$ cat config.mk
export PLATFORM = sky130hd
export DESIGN_NAME = alu_seq
export DESIGN_NICKNAME = d
export VERILOG_FILES = /design/src/rtl/alu_seq.sv
export SDC_FILE = /design/constraint.sdc
export NUM_CORES = 1
export LEC_CHECK = 0
export ABC_CLOCK_PERIOD_IN_PS = 5000
export BUFFER_PORTS_ARGS = -buffer_cell sky130_fd_sc_hd__buf_2
export CAP_MARGIN = 0
export CORE_MARGIN = 4
export CORE_UTILIZATION = 57
export CTS_CLUSTER_SIZE = 14
export DETAILED_ROUTE_END_ITERATION = 12
export PLACE_DENSITY_LB_ADDON = 0.25
export SYNTH_ARGS = -nofsm -noshare
export SYNTH_HDL_FRONTEND = slang
export SYNTH_SLANG_ARGS = --single-unit
$ cat constraint.sdc
create_clock -name clk -period 5 [get_ports clk]
set_input_delay 0.75 -clock clk [delete_from_list [all_inputs] [get_ports clk]]
set_output_delay 0.75 -clock clk [all_outputs]
set_load 0.005 [all_outputs]
$ cat src/rtl/alu_seq.sv
// alu_seq: single-command sequencer with a small register file. It drives an external
// combinational ALU, writes the result back and returns a flagged response.
module alu_seq #(
   parameter int REG_AW = 2,
   parameter int DW     = 16
) (
   input  logic              clk,
   input  logic              rst,
   input  logic              cmd_valid,
   output logic              cmd_ready,
   input  logic [4:0]        cmd_op,
   input  logic [REG_AW-1:0] cmd_dst,
   input  logic [REG_AW-1:0] cmd_src_a,
   input  logic [REG_AW-1:0] cmd_src_b,
   input  logic              cmd_imm_sel,
   input  logic [DW-1:0]     cmd_imm,
   output logic [DW-1:0]     alu_a,
   output logic [DW-1:0]     alu_b,
   output logic [4:0]        alu_op,
   input  logic [DW-1:0]     alu_out,
   output logic              rsp_valid,
   input  logic              rsp_ready,
   output logic [DW-1:0]     rsp_data,
   output logic              rsp_zero,
   output logic              rsp_ovf,
   output logic              rsp_err,
   input  logic [REG_AW-1:0] dbg_sel,
   output logic [DW-1:0]     dbg_data
);

   localparam int NREG = 2 ** REG_AW;

   localparam logic [4:0] OP_NOP  = 5'h00;
   localparam logic [4:0] OP_LOAD = 5'h00;
   localparam logic [4:0] OP_ADD  = 5'h01;
   localparam logic [4:0] OP_SUB  = 5'h02;
   localparam logic [4:0] OP_NOR  = 5'h06;

   typedef enum logic [1:0] {
      IDLE = 2'd0,
      EXEC = 2'd1,
      WB   = 2'd2
   } state_t;

   state_t            state_q, state_d;
   logic [DW-1:0]     regs_q [NREG];
   logic [DW-1:0]     regs_d [NREG];
   logic [DW-1:0]     alu_a_q, alu_a_d;
   logic [DW-1:0]     alu_b_q, alu_b_d;
   logic [4:0]        alu_op_q, alu_op_d;
   logic [REG_AW-1:0] dst_q, dst_d;
   logic              rsp_valid_q, rsp_valid_d;
   logic [DW-1:0]     rsp_data_q, rsp_data_d;
   logic              rsp_zero_q, rsp_zero_d;
   logic              rsp_ovf_q, rsp_ovf_d;
   logic              rsp_err_q, rsp_err_d;

   logic              accept;
   logic              alu_cmd;
   logic [DW-1:0]     opnd_b;
   logic              ovf_exec;

   assign accept  = cmd_valid && (state_q == IDLE);
   assign alu_cmd = (cmd_op >= OP_ADD) && (cmd_op <= OP_NOR);
   assign opnd_b  = cmd_imm_sel ? cmd_imm : regs_q[cmd_src_b];

   // Signed overflow judged on the operands actually presented to the ALU this cycle.
   always_comb begin
      ovf_exec = 1'b0;
      if (alu_op_q == OP_ADD)
         ovf_exec = (alu_a_q[DW-1] == alu_b_q[DW-1]) && (alu_out[DW-1] != alu_a_q[DW-1]);
      else if (alu_op_q == OP_SUB)
         ovf_exec = (alu_a_q[DW-1] != alu_b_q[DW-1]) && (alu_out[DW-1] != alu_a_q[DW-1]);
   end

   // State register and all datapath flops.
   always_ff @(posedge clk or posedge rst) begin
      if (rst) begin
         state_q     <= IDLE;
         // NOTE: the register file is built from plain flops, so it is cleared here like any other state.
         for (int i = 0; i < NREG; i++) regs_q[i] <= '0;
         alu_a_q     <= '0;
         alu_b_q     <= '0;
         alu_op_q    <= OP_NOP;
         dst_q       <= '0;
         rsp_valid_q <= 1'b0;
         rsp_data_q  <= '0;
         rsp_zero_q  <= 1'b0;
         rsp_ovf_q   <= 1'b0;
         rsp_err_q   <= 1'b0;
      end else begin
         // NOTE: non-blocking updates so every flop samples pre-edge values together.
         state_q     <= state_d;
         regs_q      <= regs_d;
         alu_a_q     <= alu_a_d;
         alu_b_q     <= alu_b_d;
         alu_op_q    <= alu_op_d;
         dst_q       <= dst_d;
         rsp_valid_q <= rsp_valid_d;
         rsp_data_q  <= rsp_data_d;
         rsp_zero_q  <= rsp_zero_d;
         rsp_ovf_q   <= rsp_ovf_d;
         rsp_err_q   <= rsp_err_d;
      end
   end

   // Next-state logic.
   always_comb begin
      state_d = state_q;
      unique case (state_q)
         IDLE:    if (accept) state_d = alu_cmd ? EXEC : WB;
         EXEC:    state_d = WB;
         WB:      if (rsp_ready) state_d = IDLE;
         default: state_d = IDLE;
      endcase
   end

   // Datapath next values; LOAD and illegal ops complete their writeback on the accept edge.
   always_comb begin
      // NOTE: every _d defaults to its _q so no branch leaves a signal unassigned (no latches).
      regs_d      = regs_q;
      alu_a_d     = alu_a_q;
      alu_b_d     = alu_b_q;
      alu_op_d    = alu_op_q;
      dst_d       = dst_q;
      rsp_valid_d = rsp_valid_q;
      rsp_data_d  = rsp_data_q;
      rsp_zero_d  = rsp_zero_q;
      rsp_ovf_d   = rsp_ovf_q;
      rsp_err_d   = rsp_err_q;
      unique case (state_q)
         IDLE: begin
            if (accept) begin
               alu_a_d = regs_q[cmd_src_a];
               alu_b_d = opnd_b;
               dst_d   = cmd_dst;
               if (alu_cmd) begin
                  alu_op_d = cmd_op;
               end else if (cmd_op == OP_LOAD) begin
                  regs_d[cmd_dst] = opnd_b;
                  rsp_valid_d     = 1'b1;
                  rsp_data_d      = opnd_b;
                  rsp_zero_d      = (opnd_b == '0);
                  rsp_ovf_d       = 1'b0;
                  rsp_err_d       = 1'b0;
               end else begin
                  rsp_valid_d = 1'b1;
                  rsp_data_d  = '0;
                  rsp_zero_d  = 1'b0;
                  rsp_ovf_d   = 1'b0;
                  rsp_err_d   = 1'b1;
               end
            end
         end
         EXEC: begin
            regs_d[dst_q] = alu_out;
            alu_op_d      = OP_NOP;
            rsp_valid_d   = 1'b1;
            rsp_data_d    = alu_out;
            rsp_zero_d    = (alu_out == '0);
            rsp_ovf_d     = ovf_exec;
            rsp_err_d     = 1'b0;
         end
         WB: begin
            if (rsp_ready) rsp_valid_d = 1'b0;
         end
         default: begin
            alu_op_d    = OP_NOP;
            rsp_valid_d = 1'b0;
         end
      endcase
   end

   // Output logic.
   always_comb begin
      cmd_ready = (state_q == IDLE);
      dbg_data  = regs_q[dbg_sel];
   end

   assign alu_a     = alu_a_q;
   assign alu_b     = alu_b_q;
   assign alu_op    = alu_op_q;
   assign rsp_valid = rsp_valid_q;
   assign rsp_data  = rsp_data_q;
   assign rsp_zero  = rsp_zero_q;
   assign rsp_ovf   = rsp_ovf_q;
   assign rsp_err   = rsp_err_q;

endmodule

=== Word level (Yosys, flattened, before mapping) ===
Cells that the tools add are included.

* Register bits after elaboration: 125
* Logic and storage cells: 106
* Input port bits: 50

* Bitwise gates (word level): 6
* Equal/unequal tests: 12
* Reductions and logical operators: 17
* Mux-type cells: 48
* Order comparisons: 9

{| class="wikitable"
|+ Operator list
! operator !! count
|-
| $mux 16 || 12
|-
| $mux 64 || 3
|-
| $bwmux 64 || 2
|-
| $pmux 64 s2 || 1
|-
| $bmux 16 s2 || 3
|-
| $demux 16 s2 || 2
|-
| $logic_not 16->1 || 2
|-
| $pmux 16 s2 || 1
|-
| $ge 3x3->1 const B || 5
|-
| $not 2->3 || 5
|-
| $mux 1 || 13
|-
| $mux 5 || 2
|-
| $pmux 5 s2 || 1
|-
| $reduce_and 3->1 || 3
|-
| $logic_and 1x1->1 || 6
|-
| $lt 3x1->1 const B || 2
|-
| $mux 2 || 3
|-
| $ne 2x1->1 const B || 3
|-
| $pmux 1 s2 || 3
|-
| $pmux 2 s3 || 1
|-
| $eq 5x1->1 const B || 1
|-
| $eq 5x2->1 const B || 1
|-
| $ge 5x1->1 const B || 1
|-
| $le 5x3->1 const B || 1
|-
| 12 further kinds || 15
|}

=== Depth between registers and ports, before layout ===
Gate-level depths: netlist (run 1).

* Depth after elaboration: 10
* Depth in mapped cells: 9
* Gate-level depth less buffers: 6

=== Least setup slack after synthesis (run 1) ===
Ideal clock, no wire load.

* Path type: input to output
* Start: input port dbg_sel[0]
* End: output port dbg_data[10]
* Setup slack: 2440 ps
* Arrival time: 1810 ps
* Data required time: 4250 ps
* Stages on the path: 3
* Path buffers: 2
* Path through: buf_2 > buf_2 > mux4_2

* Cells in the longest elaborated chain, start to end: 4

{| class="wikitable"
|+ RTL lines
! element !! RTL line !! RTL
|-
| start: declaration || 27 || <nowiki>input logic [REG_AW-1:0] dbg_sel,</nowiki>
|-
| $not 2->3 (implied by the code) || 177 || <nowiki>dbg_data = regs_q[dbg_sel];</nowiki>
|-
| $bmux 16 s2 || 177 ||
|-
| $mux 16 (implied by the code) (2 in series) || 177 ||
|-
| end: declaration || 28 || <nowiki>output logic [DW-1:0] dbg_data</nowiki>
|}

Every way passes these cells. The select of a mux whose other input is x is not followed.

=== Final worst setup path (run 1) ===
* Start: register state_q[0]
* End: register regs_q[36] (netlist bit)

* Cells in the longest elaborated chain, start to end: 4

{| class="wikitable"
|+ RTL lines
! element !! RTL line !! RTL
|-
| start: declaration || 45 || <nowiki>state_t state_q, state_d;</nowiki>
|-
| start signal: assignment || 93 || <nowiki>state_q <= state_d;</nowiki>
|-
| $logic_not 2->1 || 63, 131 ||
|-
| $logic_and 1x1->1 || 63 || <nowiki>assign accept = cmd_valid && (state_q == IDLE);</nowiki>
|-
| $ne 2x1->1 (no source line) || n/a ||
|-
| $reduce_and 4->1 (no source line) || n/a ||
|-
| end signal: assignment || 94 || <nowiki>regs_q <= regs_d;</nowiki>
|-
| end: declaration || 46 || <nowiki>logic [DW-1:0] regs_q [NREG];</nowiki>
|}

Parallel ways exist; a longest one is shown, timed or not.
A chain may end at the register's enable or synchronous reset.

==> impl_metrics.env, run 1 <==
export IMPL_max_stage_delay_ns=1.27
export IMPL_place_ws_ns=1.75
export IMPL_yosysWarningCount=0
export IMPL_grt_max_degree=55
export IMPL_post_cts_buffers=0
export IMPL_fin_area_um2=8240
export IMPL_fin_ws_ns=1.76
export IMPL_clock_tree_root_cell="clkbuf_16"
export IMPL_synth_avg_cell_area_um2=12.0
export IMPL_layout_common_cells="dfrtp_1, buf_2, o21a_1, o221ai_1, nand2_1"
export IMPL_avgViaCountPerCell=6.85
export IMPL_drtAntennaViolNets=0
export IMPL_synth_simple_area_share=0.0749
export IMPL_clk_latency_ns=0.43
export IMPL_wl_um=20900
export IMPL_drive_gt1_frac=0.334
export IMPL_cp_arrival_ns=3.55
export IMPL_p_leak_nw=3.44
export IMPL_async_flop_share=1.00
export IMPL_dieWidth_um=119
export IMPL_grt_overflow_total=0
export IMPL_grt_pass1_wl_um=33900
export IMPL_synth_compound_area_frac=0.238
export IMPL_final_common_cell="dfrtp_1"
export IMPL_dr_pass1_iters=5
export IMPL_avgRoutedWirePerCell_um=24.2
export IMPL_placed_cell_area_um2=7650
export IMPL_area_delta_synth_final_pct=17.1
export IMPL_die_height_um=119
export IMPL_cts_hold_buf=0
export IMPL_cts_tree="done"
export IMPL_hpwl_um=14000
export IMPL_relSlewSlack=0.0736
export IMPL_setup_viol=0
export IMPL_start_util=0.583
export IMPL_grt_pass1_vias=6003
export IMPL_ir_drop_mv=0.282
export IMPL_drcViolationCount=0
export IMPL_start_kind="flop"
export IMPL_postCtsResizedCells=0
export IMPL_status="finished clean"
export IMPL_tns_ns=0
export IMPL_yosysUniqueCellTypes=57
export IMPL_path_buf_inv=0
export IMPL_syn_area_um2=7030
export IMPL_coreArea_um2=12100
export IMPL_fp_row_count=40
export IMPL_numPortBuffers=123
export IMPL_final_hold_viol_count=0
export IMPL_fin_skew_ns=0.00932
export IMPL_clkTransAtPathRegs_ns=0.06
export IMPL_grt_usage=0.309
export IMPL_antenna_found_initial=0
export IMPL_crit_family="compound AO/OA/AOI/OAI gates"
export IMPL_yosys_most_used_dff="dfrtp_1"
export IMPL_slew_viol_final=0
export IMPL_cap_violations=0
export IMPL_fmax_ghz=0.309
export IMPL_synthMuxAreaShare=0.198
export IMPL_ios=124
export IMPL_cts_max_path_buffers=2
export IMPL_worstPathMaxFanout=30
export IMPL_p_per_area_nw_per_um2=521
export IMPL_yosysSeqAreaShare=0.445
export IMPL_vias=5935
export IMPL_drt_iter0_drc=653
export IMPL_rsz0062_at_grt="no"
export IMPL_dieArea_um2=14200
export IMPL_gp_congestion=0.926
export IMPL_finalCriticalPeriod_ns=3.24
export IMPL_cts_made_buffers=17
export IMPL_worst_setup_path_end_kind="flop"
export IMPL_synth_edf_count=0
export IMPL_worst_endpoint_required_ns=5.32
export IMPL_min_path_type="in2async"
export IMPL_nets=735
export IMPL_syn_nets=638
export IMPL_ys_ff_latch=125
export IMPL_cts_sinks=125
export IMPL_fin_crit_sh=0.647
export IMPL_synthAdderAreaFrac=0
export IMPL_critical_path_class="reg2reg"
export IMPL_synth_xor_area_share=0
export IMPL_htreeDepth=4
export IMPL_n_antenna_cell=0
export IMPL_path_cells="nor2b_1, nor2_1, nand2_1, a21oi_2, o221ai_1, o21a_1"
export IMPL_crit_slowest_cell="a21oi_2"
export IMPL_worstMarginPinSlew_ns=1.39
export IMPL_synth_cells=588
export IMPL_synth_top_family_by_area="compound AO/OA/AOI/OAI gates"
[report_power, final]
group	switching, W	internal (W)	leakage [nW]	total (W)
clock	0.000459	0.000768	0.285	0.00123
sequential	0.000350	0.00139	1.56	0.00174
combinational	0.000608	0.000713	1.60	0.00132
total	0.00142	0.00287	3.44	0.00429
[cell families (layout without fill, tap and decap cells)]
logic type,after synthesis,in the layout
AOI/OAI and AO/OA,216,216
DFF,125,125
and+or+nand+nor,100,100
muxes,86,86
buffers and inverters,61,171
[flip-flops by register name, summed over array words and instances, names as in the netlist]
register	cells
rsp_zero	1
alu_a	16
state_q	2
alu_op	5
rsp_err	1
regs_q	64
dst_q	2
rsp_data	16
rsp_valid	1
rsp_ovf	1
alu_b	16
[synthesized netlist by cell type (all sizes together) (2+ instances only)]
library cell | count | area, um^2
o21a | 84 | 631
nor4 | 4 | 25.0
or2 | 4 | 25.0
inv | 7 | 26.3
o21ai | 24 | 120
nor3 | 2 | 15.0
nand2 | 44 | 165
nor2 | 15 | 76.3
clkbuf | 20 | 75.1
nand2b | 7 | 43.8
nor3b | 4 | 35.0
nor2b | 3 | 18.8
o221ai | 68 | 608
mux2 | 27 | 304
buf | 33 | 199
nand3b | 3 | 26.3
a2bb2oi | 5 | 56.3
o22ai | 5 | 31.3
nand3 | 5 | 25.0
mux4 | 36 | 811
dfrtp | 125 | 3130
mux2i | 23 | 280
a21oi | 6 | 37.5
o211ai | 16 | 120
[path summary, 6_finish.rpt]
kind,end,cells after the start,slack (ns),startpoint
setup / recovery,regs_q[36],6,1.76,state_q[0]
hold / removal,alu_a[10],2,0.35,rst
setup reg to reg,regs_q[36],6,1.76,state_q[0]
hold reg to reg,rsp_err,1,0.48,rsp_err
max in group asynchronous,alu_b[6],3,3.55,rst
min in group clk,rsp_err,1,0.48,rsp_err
[layer usage]
layer  up-vias  share of wire  global-route usage
li1       2537              -                   -
met1      2982           0.42               0.438
met2       358           0.46               0.454
met3        58          0.098              0.0836
met4         0          0.025               0.124
met5         -              0                   0
[through the flow]
step                      power [W]  hold WS [ns]  instances  utilization
after floorplan             0.00253         0.473        588            -
after global placement      0.00298         0.467        834        0.634
after detailed placement    0.00305         0.469        834        0.634
after CTS                   0.00428         0.364        866        0.683
after global routing        0.00451         0.383        866        0.683
final                       0.00429         0.346        866        0.683
[area by class of cell]
| cell class | instances | area, um^2 |
|---|---|---|
| Timing Repair Buffer | 131 | 676 |
| Inverter | 8 | 37.5 |
| Tap cell | 168 | 210 |
| Fill cell | 909 | 3830 |
| Multi-Input combinational cell | 402 | 3600 |
| Clock buffer | 21 | 470 |
| Clock inverter | 11 | 116 |
| Sequential cell | 125 | 3130 |
Note: power is estimated with default switching activity, not from simulation.
==> inputs of run 2 (changes only) <==
Settings changed: ABC_CLOCK_PERIOD_IN_PS 5000 to 3000.
Clock period 5 ns to 3 ns, I/O delays scaled along.
==> run 2 against run 1 <==
  * Final area up 1.9%
  * Global-route usage rose by 1.2 points
  * Register-to-register slack got worse by 1.0 ns
  * Power increased by 70%
  * Clock power up 69%
  * Clock-buffer cell count is 5 higher
  * First-iteration DRC count fell by 0.46%
  * Fmax up 44%
  * Die area did not move
  * Largest power group unchanged
==> impl_metrics.env, run 2 (synthesis gave the netlist of run 1 again) <==
export IMPL_status="finished clean"
export IMPL_tns_ns=0
export IMPL_gp_congestion=0.961
export IMPL_fmax_ghz=0.446
export IMPL_rsz0062_at_grt="no"
export IMPL_drt_iter0_drc=650
export IMPL_numPortBuffers=123
export IMPL_ir_drop_mv=0.539
export IMPL_multiInputGateArea_um2=3600
export IMPL_cts_hold_buf=0
export IMPL_r2r_slack_ns=0.76
export IMPL_fin_total_pwr_w=0.00728
export IMPL_start_kind="flop"
export IMPL_dp_cells=848
export IMPL_path_cells="nor2b_1, or3_1, o21a_1, nor2_4, buf_4, o221ai_1, o21a_1"
export IMPL_seqCellArea_um2=3130
export IMPL_hold_slack_ns=0.208
export IMPL_slew_viol_final=0
export IMPL_cts_max_path_buffers=2
export IMPL_fill_cells=918
export IMPL_worstMarginPinSlew_ns=0.959
export IMPL_grt_max_degree=39
export IMPL_post_cts_buffers=0
export IMPL_path_common_cell="o21a_1"
export IMPL_finalCriticalPeriod_ns=2.24
export IMPL_r2r_cells=7
export IMPL_top_register="regs_q"
export IMPL_clkTransAtPathRegs_ns=0.06
export IMPL_crit_slowest_cell="dfrtp_1"
export IMPL_antenna_found_initial=0
export IMPL_cts_made_buffers=17
export IMPL_wl_um=22100
export IMPL_r2r_start="state_q[0]"
export IMPL_worst_endpoint_required_ns=3.31
export IMPL_fp_row_count=40
export IMPL_postCtsResizedCells=0
export IMPL_placed_cell_area_um2=7790
export IMPL_setup_viol=0
export IMPL_start_util=0.583
export IMPL_area_delta_synth_final_pct=19.3
export IMPL_final_hold_viol_count=0
export IMPL_layout_common_cells="dfrtp_1, buf_2, o21a_1, o221ai_1, nand2_1"
export IMPL_instances_no_fill=880
export IMPL_largest_register_ffs=64
export IMPL_worstPathMaxFanout=32
export IMPL_ios=124
export IMPL_drtAntennaViolNets=0
export IMPL_grt_pass1_wl_um=35100
export IMPL_grt_overflow_total=0
export IMPL_avgRoutedWirePerCell_um=25.1
export IMPL_cts_tree="done"
export IMPL_crit_family="simple AND/OR/NAND/NOR gates"
export IMPL_cts_sinks=125
export IMPL_relSlewSlack=0.359
export IMPL_fin_skew_ns=0.00984
export IMPL_min_path_type="in2async"
export IMPL_dieWidth_um=119
export IMPL_coreArea_um2=12100
export IMPL_path_buf_inv=1
export IMPL_clock_tree_root_cell="clkbuf_16"
export IMPL_p_per_area_nw_per_um2=867
export IMPL_r2r_end="regs_q[52]"
export IMPL_htreeDepth=4
export IMPL_vias=6112
export IMPL_critical_path_class="reg2reg"
export IMPL_fin_crit_sh=0.748
export IMPL_p_leak_nw=3.53
export IMPL_clk_latency_ns=0.43
export IMPL_max_stage_delay_ns=0.49
export IMPL_cap_violations=0
export IMPL_cp_arrival_ns=2.55
export IMPL_dieArea_um2=14200
export IMPL_n_antenna_cell=0
export IMPL_grt_pass1_vias=6321
export IMPL_worst_setup_path_end_kind="flop"
export IMPL_drcViolationCount=0
export IMPL_avgViaCountPerCell=6.95
export IMPL_dr_pass1_iters=5
export IMPL_hpwl_um=14800
export IMPL_fin_area_um2=8390
export IMPL_final_common_cell="dfrtp_1"
export IMPL_grt_usage=0.320
export IMPL_nets=749
export IMPL_die_height_um=119
export IMPL_drive_gt1_frac=0.344
[run 2: cell count changes in the layout (fill, tap and decap cells not counted)]
cell,change
buf_12,+3
clkbuf_8,+3
clkbuf_1,+2
clkinvlp_4,-2
clkinv_2,-1
buf_4,+11
clkinv_4,-1
inv_4,-1
[run 2: worst max-delay path by stage]
| stage | start | endpoint | slack, ns | cells after the start |
|---|---|---|---|---|
| 6_report | state_q[0] | regs_q[52] | 0.76 | 7 |
| 5_1_grt | state_q[0] | regs_q[52] | 0.62 | 7 |
| 4_1_cts | state_q[0] | regs_q[52] | 0.77 | 7 |
| 3_5_place_dp | cmd_src_b[0] | rsp_zero | 0.46 | 6 |
| 3_3_place_gp | cmd_src_b[0] | rsp_zero | 0.54 | 6 |
| 2_1_floorplan | rst | alu_a[0] | 1.01 | 1 |
[run 2: worst reg2reg max path: stages (launching register included)]
cell and delay, ns:
dfrtp_1 0.49, nor2b_1 0.27, or3_1 0.38, o21a_1 0.15, nor2_4 0.07, buf_4 0.36, o221ai_1 0.25, o21a_1 0.16
[run 2: area by class of cell]
class | count | share of cell area
clock buffers | 26 | 0.0619
clock inverters | 6 | 0.00954
inverters | 8 | 0.00462
multi-input cells | 402 | 0.429
flip-flops and latches | 125 | 0.373
well taps | 168 | 0.0250
repair buffers | 145 | 0.0975
[run 2: per-layer routing]
metal	share of wire	track usage
met3	0.12	0.108
met2	0.46	0.485
met4	0.033	0.131
met5	0	0
met1	0.39	0.426
[run 2: stage by stage]
step	setup slack, ns	utilization
3_3_place_gp	0.536	0.646
5_1_grt	0.620	0.696
4_1_cts	0.773	0.696
2_1_floorplan	1.01	-
6_report	0.756	0.696
3_5_place_dp	0.465	0.646
[run 2: power breakdown]
part / switching (W) / total (W) / internal (W) / leakage (nW)
registers: 0.000600 / 0.00292 / 0.00232 / 1.56
logic: 0.00105 / 0.00228 / 0.00123 / 1.67
clock network: 0.000733 / 0.00208 / 0.00135 / 0.300
total: 0.00238 / 0.00728 / 0.00490 / 3.53
==> inputs of run 3 (changes only) <==
Settings changed: ABC_CLOCK_PERIOD_IN_PS 3000 to 1800, CORE_UTILIZATION 57 to 51.
Clock period 3 ns to 1.8 ns, I/O delays scaled along.
==> run 3 against run 2 <==
  * Global-route usage is 2.4 points lower
  * Flip-flop and latch count unchanged
  * Critical path depth down 5
  * Power up 74%
  * Via count is 5.6% higher
  * Register-to-register slack worse by 0.74 ns
  * Final area is 10% higher
  * Combinational power is 82% higher
  * Sequential power up 66%
  * Non-clock buffer count grew 80
  * Hold slack got worse by 0.070 ns
  * Critical endpoint is now dbg_data[2]
  * Final cell count is 10% higher
==> impl_metrics.env, run 3 (synthesis gave the netlist of run 1 again) <==
export IMPL_fin_total_pwr_w=0.0127
export IMPL_p_seq_frac=0.384
export IMPL_ir_drop_mv=0.854
export IMPL_cts_max_path_buffers=2
export IMPL_nets=829
export IMPL_worst_endpoint_required_ns=1.53
export IMPL_drt_iter0_drc=797
export IMPL_grt_pass1_vias=6652
export IMPL_worst_setup_path_end_kind="output port"
export IMPL_fin_crit_sh=0.994
export IMPL_n_antenna_cell=0
export IMPL_numPortBuffers=123
export IMPL_p_leak_nw=3.99
export IMPL_avgRoutedWirePerCell_um=24.6
export IMPL_wl_met1_um=9350
export IMPL_drtAntennaViolNets=0
export IMPL_placed_cell_area_um2=8380
export IMPL_routed_wl_met3_um=2480
export IMPL_grt_pass1_wl_um=36400
export IMPL_p_sw_frac=0.329
export IMPL_hold_depth=3
export IMPL_slew_viol_final=0
export IMPL_cp_arrival_ns=1.52
export IMPL_top_register="regs_q"
export IMPL_min_path_type="in2reg"
export IMPL_wl_met2_um=11300
export IMPL_largest_register_ffs=64
export IMPL_hpwl_um=15800
export IMPL_area_delta_synth_final_pct=31.5
export IMPL_grt_max_degree=79
export IMPL_htreeDepth=4
export IMPL_fin_area_um2=9240
export IMPL_grt_overflow_total=0
export IMPL_vias=6455
export IMPL_dieWidth_um=125
export IMPL_worstPathMaxFanout=4
export IMPL_rsz0062_at_grt="yes"
export IMPL_dr_pass1_iters=5
export IMPL_dp_cells=921
export IMPL_wl_um=23800
export IMPL_clock_tree_root_cell="clkbuf_16"
export IMPL_setup_viol=0
export IMPL_r2r_cells=7
export IMPL_drcViolationCount=0
export IMPL_hold_slack_ns=0.138
export IMPL_ios=124
export IMPL_fp_row_count=42
export IMPL_power_share_clock=0.288
export IMPL_status="finished clean"
export IMPL_worstMarginPinSlew_ns=0.548
export IMPL_p_per_area_nw_per_um2=1370
export IMPL_avgViaCountPerCell=6.67
export IMPL_relSlewSlack=0.631
export IMPL_grt_usage=0.296
export IMPL_final_common_cell="dfrtp_1"
export IMPL_combPwrFrac=0.328
export IMPL_power_switching_w=0.00417
export IMPL_clk_latency_ns=0.42
export IMPL_start_kind="flop"
export IMPL_drive_gt1_frac=0.422
export IMPL_critical_path_class="reg2out"
export IMPL_antenna_found_initial=0
export IMPL_internal_power_w=0.00848
export IMPL_cts_made_buffers=17
export IMPL_tns_ns=0
export IMPL_fin_skew_ns=0.00935
export IMPL_layout_common_cells="dfrtp_1, buf_2, o21a_1, buf_4, o221ai_1"
export IMPL_coreArea_um2=13300
export IMPL_dieArea_um2=15700
export IMPL_start_util=0.527
export IMPL_top_layer_used="met4"
export IMPL_die_height_um=125
export IMPL_final_hold_viol_count=0
export IMPL_cap_violations=0
export IMPL_fmax_ghz=0.559
export IMPL_cts_tree="done"
export IMPL_finalCriticalPeriod_ns=1.79
export IMPL_instances_no_fill=968
export IMPL_gp_congestion=0.957
export IMPL_clkTransAtPathRegs_ns=0.06
export IMPL_cts_sinks=125
[run 3: cell count changes in the layout (fill, tap and decap cells not counted), moves of 4 or more]
cell and delta:
buf_4 +65, buf_12 +7, clkbuf_8 -6, clkbuf_16 +4
clkinv_4 +4
[run 3: cell type report]
cell class | count | area [um^2]
clock buffers | 18 | 429
clock inverters | 14 | 194
fillers | 1002 | 4100
inverters | 8 | 38.8
multi-input cells | 402 | 3650
flip-flops and latches | 125 | 3130
well taps | 176 | 220
repair buffers | 225 | 1580
[run 3: worst max-delay path, stage by stage (launching register included)]
cell     delay (ns)
dfrtp_1        0.41
mux4_2         0.53
buf_2          0.15
[run 3: power by group through the flow]
stage                     Sequential, W  Combinational [W]  Clock (W)
after floorplan                 0.00458            0.00246          0
after global placement          0.00476            0.00391          0
after detailed placement        0.00485            0.00403          0
after CTS                       0.00482            0.00405    0.00369
after global routing            0.00499            0.00447    0.00383
final                           0.00485            0.00415    0.00365
[run 3: worst paths after layout]
path,slack [ns],endpoint,start
worst max-delay path,0.01,dbg_data[2],regs_q[2]
min in group asynchronous,0.50,alu_a[14],rst
worst min register to register,0.49,alu_a[10],alu_a[10]
max in group asynchronous,0.90,alu_b[0],rst
worst max register to register,0.02,regs_q[10],state_q[1]
worst min-delay path,0.14,rsp_valid,rsp_ready
[run 3: metal layers]
metal  track usage  up-vias
li1              -     2720
met3        0.0776       59
met2         0.468      431
met1         0.393     3245
met5             0        -
met4         0.117        0
[run 3: timing repair]
action,4_1_cts,5_1_grt
cloned,0,5
buffers inserted,0,9
resized for setup,1,13
pin swaps,0,2
endpoints found under the setup margin,2,66
hold buffers,1,0
endpoints found under the hold margin,47,0
[run 3: per-stage QoR]
step	setup slack [ns]	util
floorplan	-0.00929	-
global placement	-0.148	0.628
detailed placement	-0.187	0.628
finish	0.00992	0.693
CTS	0.00423	0.675
global route	-0.0262	0.693
